<file path="config.mk">
export PLATFORM = sky130hd
export DESIGN_NAME = fifo_wr_packer
export DESIGN_NICKNAME = d
export VERILOG_FILES = /design/src/rtl/fifo_wr_packer.sv
export SDC_FILE = /design/constraint.sdc
export NUM_CORES = 1
export LEC_CHECK = 0
export CORE_MARGIN = 10
export CORE_UTILIZATION = 45
export DETAILED_ROUTE_END_ITERATION = 16
export GPL_TIMING_DRIVEN = 1
export PLACE_DENSITY_LB_ADDON = 0.15
export SLEW_MARGIN = 40
export SYNTH_ARGS = -nofsm -noshare
export SYNTH_HDL_FRONTEND = slang
export SYNTH_SLANG_ARGS = --single-unit
</file>
<file path="constraint.sdc">
create_clock -name wr_clk -period 4.7 [get_ports wr_clk]
set_input_delay 0.705 -clock wr_clk [delete_from_list [all_inputs] [get_ports wr_clk]]
set_output_delay 0.705 -clock wr_clk [all_outputs]
set_load 0.1 [all_outputs]
</file>
<file path="src/rtl/fifo_wr_packer.sv">
// Write-side ingress for the asynchronous FIFO: packs RATIO narrow beats into one
// FIFO word behind a one-entry output slot, with flush/last padding and write status.
module fifo_wr_packer #(
    parameter int IN_WIDTH  = 8,
    parameter int RATIO     = 4,
    parameter int CNT_WIDTH = 16
) (
    input  logic                          wr_clk,
    input  logic                          rst,
    input  logic                          s_valid,
    output logic                          s_ready,
    input  logic [IN_WIDTH-1:0]           s_data,
    input  logic                          s_last,
    input  logic                          flush,
    input  logic                          fifo_full,
    output logic                          fifo_wr_en,
    output logic [IN_WIDTH*RATIO-1:0]     fifo_din,
    output logic [CNT_WIDTH-1:0]          words_written,
    output logic                          pkt_done
);

    localparam int DW    = IN_WIDTH * RATIO;
    localparam int ACC_W = (RATIO - 1) * IN_WIDTH;
    localparam int IDX_W = (RATIO > 2) ? $clog2(RATIO) : 1;
    localparam logic [IDX_W-1:0] LAST_IDX = IDX_W'(RATIO - 1);
    localparam logic [IDX_W-1:0] IDX_ZERO = {IDX_W{1'b0}};

    logic [ACC_W-1:0]     acc_r;
    logic [IDX_W-1:0]     idx_r;
    logic [DW-1:0]        out_word_r;
    logic                 out_valid_r;
    logic                 out_last_r;
    logic                 flush_pend_r;
    logic [CNT_WIDTH-1:0] words_written_r;
    logic                 pkt_done_r;

    logic                 wr_en_s;
    logic                 slot_free_s;
    logic                 accept_s;
    logic                 flush_req_s;
    logic                 complete_s;
    logic                 flush_emit_s;
    logic                 flush_hold_s;
    logic [DW-1:0]        acc_ext_s;
    logic [DW-1:0]        beat_word_s;

    // Slot drains whenever it holds a word and the FIFO has room; that same cycle frees it.
    assign wr_en_s      = out_valid_r & ~fifo_full;
    assign slot_free_s  = ~out_valid_r | ~fifo_full;
    assign accept_s     = s_valid & slot_free_s;
    assign flush_req_s  = flush | flush_pend_r;
    assign complete_s   = accept_s & ((idx_r == LAST_IDX) | s_last | flush_req_s);
    assign flush_emit_s = ~accept_s & flush_req_s & (idx_r != IDX_ZERO) & slot_free_s;
    assign flush_hold_s = ~accept_s & flush_req_s & (idx_r != IDX_ZERO) & ~slot_free_s;
    assign acc_ext_s    = {{IN_WIDTH{1'b0}}, acc_r};

    // Accumulator with the incoming beat dropped into lane idx; lanes above idx stay zero.
    always_comb begin
        beat_word_s = acc_ext_s;
        for (int k = 0; k < RATIO; k++) begin
            beat_word_s[k*IN_WIDTH +: IN_WIDTH] = (IDX_W'(k) == idx_r) ? s_data
                                                 : acc_ext_s[k*IN_WIDTH +: IN_WIDTH];
        end
    end

    // Accumulate stage, output slot and pending-flush tracking.
    always_ff @(posedge wr_clk or posedge rst) begin
        if (rst) begin
            acc_r        <= {ACC_W{1'b0}};
            idx_r        <= IDX_ZERO;
            out_word_r   <= {DW{1'b0}};
            out_valid_r  <= 1'b0;
            out_last_r   <= 1'b0;
            flush_pend_r <= 1'b0;
        end else if (complete_s) begin
            out_word_r   <= beat_word_s;
            out_valid_r  <= 1'b1;
            out_last_r   <= s_last | flush_req_s;
            idx_r        <= IDX_ZERO;
            acc_r        <= {ACC_W{1'b0}};
            flush_pend_r <= 1'b0;
        end else if (flush_emit_s) begin
            out_word_r   <= acc_ext_s;
            out_valid_r  <= 1'b1;
            out_last_r   <= 1'b1;
            idx_r        <= IDX_ZERO;
            acc_r        <= {ACC_W{1'b0}};
            flush_pend_r <= 1'b0;
        end else begin
            out_valid_r  <= out_valid_r & ~wr_en_s;
            flush_pend_r <= flush_hold_s;
            if (accept_s) begin
                acc_r <= beat_word_s[ACC_W-1:0];
                idx_r <= idx_r + IDX_W'(1);
            end else begin
                acc_r <= acc_r;
                idx_r <= idx_r;
            end
        end
    end

    // Write counter (wraps naturally) and packet-done pulse for status logic.
    always_ff @(posedge wr_clk or posedge rst) begin
        if (rst) begin
            words_written_r <= {CNT_WIDTH{1'b0}};
            pkt_done_r      <= 1'b0;
        end else begin
            words_written_r <= words_written_r + CNT_WIDTH'(wr_en_s);
            pkt_done_r      <= wr_en_s & out_last_r;
        end
    end

    assign s_ready       = slot_free_s;
    assign fifo_wr_en    = wr_en_s;
    assign fifo_din      = out_word_r;
    assign words_written = words_written_r;
    assign pkt_done      = pkt_done_r;

endmodule

</file>
==> results of run 1 <==
-- worst register-to-register path: stages, from the launching register on --
cell and delay, ps:
dfrtp_1 380, inv_1 90, ha_1 420, o21ba_2 530, nand2_1 540, o221a_2 510
-- logic make-up after synthesis --
logic type / count (synthesis)
flip-flops: 78
AO/OA/AOI/OAI: 75
AND/OR/NAND/NOR: 68
multiplexers: 25
buffers and inverters: 20
XOR/XNOR: 14
adder cells (fa/ha/maj): 6
-- flip-flops by register name (all words and copies together) (netlist names) --
name,cells
acc_r,24
fifo_din,32
flush_pend_r,1
idx_r,2
out_last_r,1
out_valid_r,1
pkt_done,1
words_written,16
-- metal layers --
layer	vias to the layer above	GRT usage (%)
met5	-	0
met4	0	5.02
met2	77	22.4
li1	1227	-
met1	1344	21.2
met3	16	3.45
-- layout make-up --
type | instances | area, um2 | area share [%]
timing repair buffer | 67 | 408 | 9.69
sequential | 78 | 1950 | 46.4
clock buffer | 11 | 131 | 3.12
multi-input combinational | 188 | 1520 | 36.2
clock inverter | 4 | 48.8 | 1.16
tap | 102 | 128 | 3.03
inverter | 5 | 18.8 | 0.446
-- power by group through the flow --
stage | clock network (mW) | registers [mW] | logic, mW
5_1_grt | 0.515 | 0.852 | 0.996
3_3_place_gp | 0 | 0.852 | 1.04
6_report | 0.479 | 0.840 | 0.957
4_1_cts | 0.486 | 0.838 | 0.966
2_1_floorplan | 0 | 1.42 | 0.219
3_5_place_dp | 0 | 0.852 | 0.960
-- cells in the final DEF (no fill, tap or decap), types with 9 or more instances in the layout --
| cell | n |
|---|---|
| a22o_1 | 16 |
| buf_2 | 51 |
| clkbuf_8 | 9 |
| clkdlybuf4s50_1 | 13 |
| dfrtp_1 | 78 |
| mux2i_1 | 17 |
| nand3_1 | 30 |
| nor3_1 | 9 |
| o221a_1 | 10 |
| o2bb2ai_1 | 17 |
-- final timing paths --
check                                  start                end  slack (ps)  cells after the start
hold / removal             words_written[15]  words_written[15]         470                      1
setup reg to reg                    idx_r[0]       fifo_din[19]        2140                      5
min in group asynchronous                rst       fifo_din[21]         760                      2
max in group asynchronous                rst       flush_pend_r        2890                      3
setup / recovery                   fifo_full       fifo_din[19]        2020                      4
hold reg to reg            words_written[15]  words_written[15]         470                      1
-- metrics by stage --
| step | setup WS, ps | cells | util, % |
|---|---|---|---|
| floorplan | 1260 | 286 | - |
| global placement | 1400 | 440 | 55.1 |
| detailed placement | 1710 | 440 | 51.9 |
| CTS | 2060 | 455 | 54.2 |
| global route | 1910 | 455 | 54.2 |
| finish | 2020 | 455 | 54.2 |
==> impl.org, run 1 <==
** Power and ir drop
- Across the VDD grid, the largest voltage drop is 0.000375 V.
- Portion of total power attributed to the clock network :: 21.0%
- Of the total power, the share spent switching nets is 48.3%.
- Static leakage power :: 1.95 nW
- Sequential cells burn 36.9% of the power.
- Internal power :: 1.18 mW
- Of the total power, combinational logic draws 42.1%.
- Power spent charging and discharging nets :: 1.10 mW
- Power, Total :: 2.28 mW
- For this design the ratio of total power to cell area is 541 nW/um2.

** Clock network
- Total CTS buffers :: 9
- In this run the post-CTS setup repair buffer count came out at 0.
- TritonCTS built the clock tree.
- The tree is rooted in a clkbuf_8.
- Clock latency at the later pin of the worst-skew pair :: 350 ps
- Clk sinks :: 78
- After clock tree synthesis, the repair step resized 0 gates.
- Post-CTS clock slew at the launch and capture registers of the worst setup and hold paths :: 80 ps
- Buffer levels on the longest clock path :: 2
- The number of hold buffers added after CTS was 0.
- The H-tree generated during clock tree synthesis spans 3 levels.

** Synth
- Yosys synthesis warning count :: 0
- Of the total synthesized cell area, the portion taken by full adders, half adders and majority gates is 2.09%.
- Dominant cells by area after synthesis :: dfrtp_1, mux2i_1, nand3_1
- Synthesized-area fraction occupied by and/or/nand/nor cells :: 10.8%
- Mean instance size in the synthesized netlist :: 12.6 um2
- The commonest cells after synthesis are dfrtp_1, nand3_1, mux2i_1, o2bb2ai_1, a22o_1.
- Mux contribution to synthesized area :: 7.24%
- Async S/R FF share, synth :: 100%
- XOR/XNOR share of the synthesized area :: 3.41%
- Post-synthesis cell type with the largest combined area :: dfrtp_1
- Sequential share of the synthesized area :: 54.3%
- After synthesis, the largest family of logic cells by area is compound AO/OA/AOI/OAI gates.
- Post-synthesis cell type count :: 41
- In this run the biggest area consumer among cell types represents 54.3% of the synthesized area.
- Post-synthesis cell count :: 286
- Cell with the most instances after synthesis :: dfrtp_1
- Summing the areas of all compound-gate instances in the mapped netlist gives 18.7% of the synthesized area.
- The number of nets handed over by synthesis was 306.
- Cell area after synthesis :: 3600 um2
- Synthesis inferred 78 register bits.
- In this run, synthesis inferred 0 flip-flops with an integrated enable.
- Main synth FF type :: dfrtp_1

** Cells and area
- The filler cells instantiated in the layout total 713.
- After routing the design area is 4210 um2.
- Synth-to-layout area growth :: 17.0%
- Share of layout cells above drive strength 1 :: 26.6%
- Number of antenna cells inserted :: 0
- Fin nets :: 369

** Critical path
- The slowest stage of the critical path is the nand2_1 cell.
- In this design, the stage delay of the slowest critical-path cell is 630 ps.
- At the worst endpoint, the required time is 4940 ps.
- Startpoint types :: primary input
- The critical path is of the primary input to flip-flop type.
- List of cells traversed by the critical path :: clkdlybuf4s50_1 > a21oi_2 > nand2_1 > o221a_2
- Arrival time worst endpoint :: 2920 ps
- The number of buffers and inverters on the critical path is 1.
- STA classifies the critical path endpoint as a flip-flop.
- In this run the worst path has a maximum fanout of 18.
- Kind of cell adding the most delay to the critical path :: compound AO/OA/AOI/OAI gates

** Floorplanning
- The die is 109 um tall.
- Starting utilization of the core area :: 46.3%
- FP Rows :: 32
- Placeable Area :: 7770 um2
- 65 I/O pins were placed.
- The die is 109 um wide.
- Die Footprint :: 12,000 um2

** Timing
- For the final database, setup skew stands at 7.49 ps.
- At the pin with the least slew margin, the transition time is 788 ps.
- RSZ-0062 raised after global routing :: false
- Derived from the worst setup path, the maximum achievable clock frequency is 373 MHz.
- Worst-case headroom to the max-slew limit :: 47.3%
- Final worst-path cycle share :: 57.0%
- Adding up every negative setup slack in the final design gives 0 ps.
- Post-Route Hold Slack :: 468 ps
- The max-slew violation count came to 0.
- Shortest clock period the worst path allows after layout :: 2680 ps
- The final-report hold violation count was 0.
- Setup violations remaining at the end of the flow were counted as 0.

** GRT
- Initial antenna violation count :: 0
- Entering global routing, the biggest net connects 52 pins.
- GRT Overall Usage :: 15.1%
- The number of global-route vias before repair was 2,636.
- After global routing the overflow that remains totals 0.
- Wire length of the first global-routing pass :: 14,300 um

** Route
- Routed via count :: 2,664
- Routed signal wires occupy layers up through met4.
- The first routing iteration left 114 violations.
- Routed wirelength normalized by instance count :: 19.8 um
- In the routed layout, each cell is associated on average with a via count of 5.85.
- Remaining antenna violation count after routing :: 0
- Detailed-route DRC error count :: 0
- In the final routing, the length of wire on met1 measures 4180 um.
- After detailed routing, the met2 layer carries 4120 um of wire.
- Summed over all nets, wire length on met3 after detailed routing comes to 596 um.
- After detailed routing, the total wire length is 9030 um.
- Pre-antenna DRT Iters :: 4

** Placement
- Count of input and output buffers :: 64
- Final weighted congestion of routability-driven global placement :: 0.796
- Detailed placer's ending HPWL :: 6030 um
- Area after DPL :: 4030 um2

** Status
- Run status :: finished clean

** Flow run
- Number of max-cap violations :: 0

** Min path
- Tightest Hold Check Type :: flip-flop to flip-flop
Note: power is estimated with default switching activity, not from simulation.
==> run 2: changes to the inputs <==
==> constraint.sdc (replaced) <==
create_clock -name wr_clk -period 2.4 [get_ports wr_clk]
set_input_delay 0.36 -clock wr_clk [delete_from_list [all_inputs] [get_ports wr_clk]]
set_output_delay 0.36 -clock wr_clk [all_outputs]
set_load 0.1 [all_outputs]
==> run 2 against run 1 <==
Non-clock buffer count is 13 higher. Total power is 100% higher. Clock-buffer cell count is 2 higher. Final area is 7.1% higher. Critical path type is now flip-flop to flip-flop.
==> impl.org, run 2 (synthesized netlist as in run 1, its figures left out) <==
** Status
- Run status :: finished clean (unchanged)

** GRT
- The total congestion overflow after global routing came to 0 (unchanged).
- Initial antenna violation count :: 0 (unchanged)
- The global routing usage summed across all routing layers was 16.1% (was 15.1%).
- Pin count of the biggest net entering global routing :: 65 (was 52)
- The number of global-route vias before repair was 2,806 (was 2,636).
- The global-route wire length before repair came to 15,300 um (was 14,300 um).

** Min path
- Tightest Hold Check Type :: primary input to async pin (was flip-flop to flip-flop)

** Power and ir drop
- The static leakage came to 2.06 nW (was 1.95 nW).
- The total power density per cell area was 1020 nW/um2 (was 541 nW/um2).
- VDD IR max :: 0.000637 V (was 0.000375 V)
- The total power after layout came to 4.60 mW (was 2.28 mW).

** Floorplanning
- The area of the die was 12,000 um2 (unchanged).
- FP Rows :: 32 (unchanged)
- Starting utilization of the core area :: 46.3% (unchanged)
- The die boundary height was 109 um (unchanged).
- Chip Width :: 109 um (unchanged)
- Placeable Area :: 7770 um2 (unchanged)
- Top-level I/O count :: 65 (unchanged)

** Critical path
- The flop-to-flop setup slack came to 570 ps (was 2140 ps).
- The number of cells traversed by the worst register-to-register path came to 4 (was 5).
- Worst reg2reg endpoint :: fifo_din[26] (was fifo_din[19])
- The largest driver fanout on the critical path was 8 (was 18).
- The startpoint type of the worst setup path was a flip-flop (was primary input).
- Arrival time worst endpoint :: 2100 ps (was 2920 ps)
- The required time of the worst setup path is 2670 ps (was 4940 ps).
- The classification of the worst setup path is flip-flop to flip-flop (was primary input to flip-flop).
- CP Capture Type :: flip-flop (unchanged)
- Reg2reg start :: idx_r[1] (was idx_r[0])

** Cells and area
- The number of nets in the finished design was 382 (was 369).
- Final non-filler cell area :: 4510 um2 (was 4210 um2)
- The flip-flop count of the largest register, all copies and words added came to 32 (unchanged).
- Multi-input logic area :: 1530 um2 (was 1520 um2)
- The antenna diode count was 0 (unchanged).
- Register area :: 1950 um2 (unchanged)
- Commonest cells after routing, fill and taps aside :: dfrtp_1, buf_4, nand3_1, mux2i_1, o2bb2ai_1 (was dfrtp_1, buf_2, nand3_1, mux2i_1, o2bb2ai_1)
- Fill count :: 658 (was 713)
- The final instance count without filler cells was 469 (was 455).
- Synth-to-layout area growth :: 25.3% (was 17.0%)
- Share of layout cells above drive strength 1 :: 29.7% (was 26.6%)
- The most common cell after layout, fill and taps aside was dfrtp_1 (unchanged).

** Clock network
- The TritonCTS buffer count came to 9 (unchanged).
- The maximum buffer depth of the clock tree came to 2 (unchanged).
- The TritonCTS clock tree was yes (unchanged).
- Post-CTS clock slew at the launch and capture registers of the worst setup and hold paths :: 80 ps (about the same)
- CTS HTree Levels :: 3 (unchanged)
- The total clock sinks came to 78 (unchanged).
- The quantity of gates resized following cts is 0 (unchanged).
- Hold buffer count at cts :: 0 (unchanged)
- Post-CTS setup buffer count :: 0 (unchanged)
- Clock latency at the later pin of the worst-skew pair :: 340 ps (was 350 ps)
- Clock root buffer :: clkbuf_8 (unchanged)

** Timing
- The max-slew violation count is 0 (unchanged).
- The worst slew margin relative to its limit is 63.2% (was 47.3%).
- Summed negative setup slack over all endpoints :: 0 ps (unchanged)
- Post-Route Skew :: 10.3 ps (was 7.49 ps)
- RSZ-0062 raised after global routing: false (unchanged).
- Based on the critical path, the design can be clocked at up to 546 MHz.
- Shortest clock period the worst path allows after layout :: 1830 ps
- Number of hold violations in the final report :: 0 (unchanged)
- The actual transition at the worst max-transition pin came to 551 ps (was 788 ps).
- Final worst-path cycle share :: 76.3%
- The final setup violation count came to 0 (unchanged).

** Flow run
- The number of violations of the max-capacitance limit came to 0 (unchanged).

** Placement
- Count of input and output buffers :: 64 (unchanged)
- Detailed placer's ending HPWL :: 6170 um (was 6030 um)
- The instance area after placement was 4320 um2 (was 4030 um2).
- Placed cell count :: 453 (was 440)
- Final weighted congestion of routability-driven global placement :: 0.795 (was 0.796)

** Route
- The count of TritonRoute iterations in the first routing pass was 4 (unchanged).
- The wire length the detailed router placed on met1 came to 4390 um (was 4180 um).
- The detailed route wirelength on metal2 was 4140 um (was 4120 um).
- The post-detailed-route via-to-cell ratio was 5.75 (was 5.85).
- Violation count after the first detailed-route iteration :: 126 (was 114)
- Routed wirelength normalized by instance count :: 19.8 um (about the same)
- The aggregate routed wire length was 9280 um (was 9030 um).
- Detailed-route DRC error count :: 0 (unchanged)
- The amount of wire on met3 after detailed routing came to 613 um (was 596 um).
- Routed via count :: 2,698 (was 2,664)
- Highest routing layer actually used :: met4 (unchanged)
- Remaining antenna violation count after routing :: 0 (unchanged)
[run 2: cell types whose count changed in the layout (fill, tap and decap cells not counted), moves of 3 or more]
cell      delta
buf_12       +5
buf_2       -51
clkbuf_8     +3
buf_4       +59
[run 2: routing by layer]
metal,vias to the layer above,GRT usage [%]
met3,11,4.56
met1,1356,23.0
met5,-,0
met2,75,22.5
li1,1256,-
met4,0,6.51
[run 2: power by group]
part           leakage, nW  switching (mW)  internal (mW)
combinational        0.959            1.54          0.474
sequential            1.01           0.160           1.49
clock               0.0954           0.475          0.458
total                 2.06            2.18           2.42
[run 2: how the worst max path moves through the flow]
stage	from	to	slack, ps
final	idx_r[1]	fifo_din[26]	570
after global routing	fifo_full	words_written[10]	460
after CTS	idx_r[1]	fifo_din[26]	580
after detailed placement	fifo_full	words_written[10]	270
after global placement	s_valid	out_last_r	270
after floorplan	rst	acc_r[0]	40
[run 2: through the flow]
step	util [%]	hold WS [ps]	setup WS, ps
2_1_floorplan	-	454	45.0
4_1_cts	58.0	299	577
5_1_grt	58.0	325	465
6_report	58.0	298	570
3_5_place_dp	55.6	463	267
3_3_place_gp	55.6	459	267
[run 2: cell type report]
cell class	count	area share, %
flip-flops and latches	78	43.3
multi-input cells	188	33.9
repair buffers	80	15.4
clock buffers	13	3.75
well taps	102	2.83
inverters	5	0.417
clock inverters	3	0.389
[run 2: worst max-delay path, cell delays in order (launching register included)]
cell,delay [ps]
dfrtp_1,420
ha_1,270
or4_4,520
a22oi_4,350
a22o_1,200
==> run 3: changes to the inputs <==
==> constraint.sdc (replaced) <==
create_clock -name wr_clk -period 1.61 [get_ports wr_clk]
set_input_delay 0.2415 -clock wr_clk [delete_from_list [all_inputs] [get_ports wr_clk]]
set_output_delay 0.2415 -clock wr_clk [all_outputs]
set_load 0.1 [all_outputs]
==> run 3 against run 2 <==
The run now ends with setup timing left. Combinational power up 98%. Sequential share of layout area down 9.4 points. Clock power up 46%. Routed wire length up 12%. Final cell count up 7.2%. Critical path type unchanged. Critical endpoint is now fifo_din[28].
==> impl.org, run 3 (synthesized netlist as in run 1, its figures left out) <==
** Status
- Run status :: complete, but fails checks (was finished clean)
- The final reports fail on setup timing.

** GRT
- The global routing usage summed across all routing layers came to 17.5% (was 16.1%).
- The number of global-route vias before repair is 3,167 (was 2,806).
- The global-route wire length before repair was 16,700 um (was 15,300 um).
- The maximum number of pins on one net before global-route repair came to 30 (was 65).
- Initial antenna violation count :: 0 (unchanged)
- The total congestion overflow after global routing was 0 (unchanged).

** Cells and area
- The utilization after layout was 74.4% (was 58.0%).
- Number of antenna cells inserted :: 0 (unchanged)
- The flip-flop count of the largest register, all copies and words added is 32 (unchanged).
- Share of layout cells above drive strength 1 :: 48.4% (was 29.7%)
- The most common cell after layout, fill and taps aside is dfrtp_1 (unchanged).
- Commonest cells after routing, fill and taps aside :: dfrtp_1, buf_12, buf_4, nand3_1, o2bb2ai_2 (was dfrtp_1, buf_4, nand3_1, mux2i_1, o2bb2ai_1)
- Fin nets :: 416 (was 382)
- The signed area change from the synthesized netlist to the final layout was 60.8% (was 25.3%).

** Route
- The vias after detailed routing is 2,954 (was 2,698).
- The post-detailed-route via-to-cell ratio came to 5.87 (was 5.75).
- Detailed-route DRC error count :: 0 (unchanged)
- The count of TritonRoute iterations in the first routing pass came to 6 (was 4).
- The aggregate routed wire length is 10,400 um (was 9280 um).
- Violation count after the first detailed-route iteration :: 187 (was 126)
- The average detailed-routed wire length per instance was 20.7 um (was 19.8 um).
- Remaining antenna violation count after routing :: 0 (unchanged)

** Timing
- The time the final worst path needs with I/O delays and setup is 1710 ps (was 1830 ps).
- The actual transition at the worst max-transition pin was 473 ps (was 551 ps).
- Worst-case setup margin in the final layout :: -97.0 ps (was 570 ps)
- The final setup violation count was 56 (was 0).
- The worst clock skew on the final layout is 19.0 ps (was 10.3 ps).
- The fmax is 586 MHz (was 546 MHz).
- RSZ-0062 raised after global routing: true (was false).
- Post-Route Hold Slack :: 260 ps (was 298 ps)
- The max-slew violation count is 0 (unchanged).
- The final-report hold violation count came to 0 (unchanged).
- The final critical-path share of the clock period was 106% (was 76.3%).
- The worst slew margin relative to its limit was 68.4% (was 63.2%).

** Placement
- The routability congestion estimate is 0.835 (was 0.795).
- Detailed placer's ending HPWL :: 7350 um (was 6170 um)
- The pre-CTS setup slack came to -358 ps (was 267 ps).
- Count of input and output buffers :: 64 (unchanged)

** Power and ir drop
- The switching share of power was 44.6% (was 47.3%).
- Power, Total :: 7.92 mW (was 4.60 mW)
- The part of the total power dissipated in sequential elements was 32.4% (was 35.9%).
- Internal power :: 4.38 mW (was 2.42 mW)
- The clock share of power came to 17.1% (was 20.3%).
- The switching component of the power came to 3.53 mW (was 2.18 mW).
- The worst ir drop on vdd came to 0.000840 V (was 0.000637 V).
- Power Density :: 1370 nW/um2 (was 1020 nW/um2)
- Static leakage power :: 2.48 nW (was 2.06 nW)
- Power share of the combinational group :: 50.5% (was 43.8%)

** Critical path
- The endpoint class of the critical path is a flip-flop (unchanged).
- The data arrival time of the worst path is 1980 ps (was 2100 ps).
- The worst setup path startpoint is idx_r[0] (was idx_r[1]).
- Reg2reg start :: idx_r[0] (was idx_r[1])
- Peak fanout along the critical path :: 8 (unchanged)
- Startpoint types :: flip-flop (unchanged)
- Required time at the endpoint of the critical path :: 1880 ps (was 2670 ps)
- The classification of the worst setup path was flip-flop to flip-flop (unchanged).

** Floorplanning
- FP Rows :: 32 (unchanged)
- The initial cell density of the core came to 46.3% (unchanged).
- Die Footprint :: 12,000 um2 (unchanged)
- The die outline width came to 109 um (unchanged).
- The die boundary height came to 109 um (unchanged).
- The I/O pin count is 65 (unchanged).
- Placeable Area :: 7770 um2 (unchanged)

** Clock network
- Total CTS buffers :: 9 (unchanged)
- The latest clock arrival within the worst-skew pair is 350 ps (was 340 ps).
- The maximum buffer depth of the clock tree was 2 (unchanged).
- Clock root buffer :: clkbuf_8 (unchanged)
- The quantity of hold-fixing buffers added after cts is 0 (unchanged).
- The TritonCTS clock tree is yes (unchanged).
- CTS HTree Levels :: 3 (unchanged)
- The total clock sinks was 78 (unchanged).
- Post-CTS clock slew at the launch and capture registers of the worst setup and hold paths :: 90 ps (was 80 ps)

** Min path
- The worst min-delay path category was primary input to async pin (unchanged).

** Flow run
- Number of max-cap violations :: 0 (unchanged)
## run 3: cell count changes in the layout (fill, tap and decap cells not counted), moves of 6 or more
cell,change
buf_12,+56
buf_4,-27
o2bb2ai_1,-17
o2bb2ai_2,+17
dfrtp_1,-8
dfrtp_2,+8
nor4_1,-6
nor4_2,+6
## run 3: metal layers
metal  up-vias  track usage, %  share of wire [%]
li1       1334               -                  -
met1      1510            22.9                 42
met2        99            28.3                 50
met3        11            4.51                6.8
met4         0            4.28                1.2
met5         -               0                  0
## run 3: metrics by stage
stage,std cells,instance area [um2],TNS [ps]
after floorplan,286,3740,-12640
after global placement,482,5350,-13120
after detailed placement,482,5350,-16410
after CTS,501,5600,-1810
after global routing,503,5780,-6040
final,503,5780,-2430
## run 3: path summary, 6_finish.rpt
path	slack, ps	cells after the start	to
worst max register to register	-100	4	fifo_din[28]
worst min-delay path	260	2	words_written[14]
max in group asynchronous	810	3	words_written[6]
min in group wr_clk	490	3	words_written[0]
worst max-delay path	-100	4	fifo_din[28]
worst min register to register	530	1	pkt_done
## run 3: cell type report
type / instances / area, um2
clock buffers: 12 / 155
well taps: 102 / 128
clock inverters: 4 / 22.5
multi-input cells: 190 / 1820
flip-flops and latches: 78 / 1960
repair buffers: 112 / 1670
inverters: 5 / 22.5
fillers: 524 / 1990
## run 3: power by group through the flow
stage / Combinational [mW] / Clock (mW) / Sequential [mW]
global placement: 3.87 / 0 / 2.59
CTS: 3.96 / 1.37 / 2.56
global route: 4.13 / 1.48 / 2.61
floorplan: 0.699 / 0 / 4.17
finish: 4.00 / 1.36 / 2.56
detailed placement: 3.92 / 0 / 2.60
## run 3: worst max-delay path: stages, from the launching register on
cell,delay (ps)
dfrtp_1,420
ha_2,220
or4_4,480
a22oi_4,320
a22o_1,200
## run 3: repair_timing
action,CTS,global route
cloned,2,2
setup buffers,1,0
pin swaps,13,23
setup endpoints to repair,54,62
resized for setup,8,28
endpoints found under the hold margin,0,0
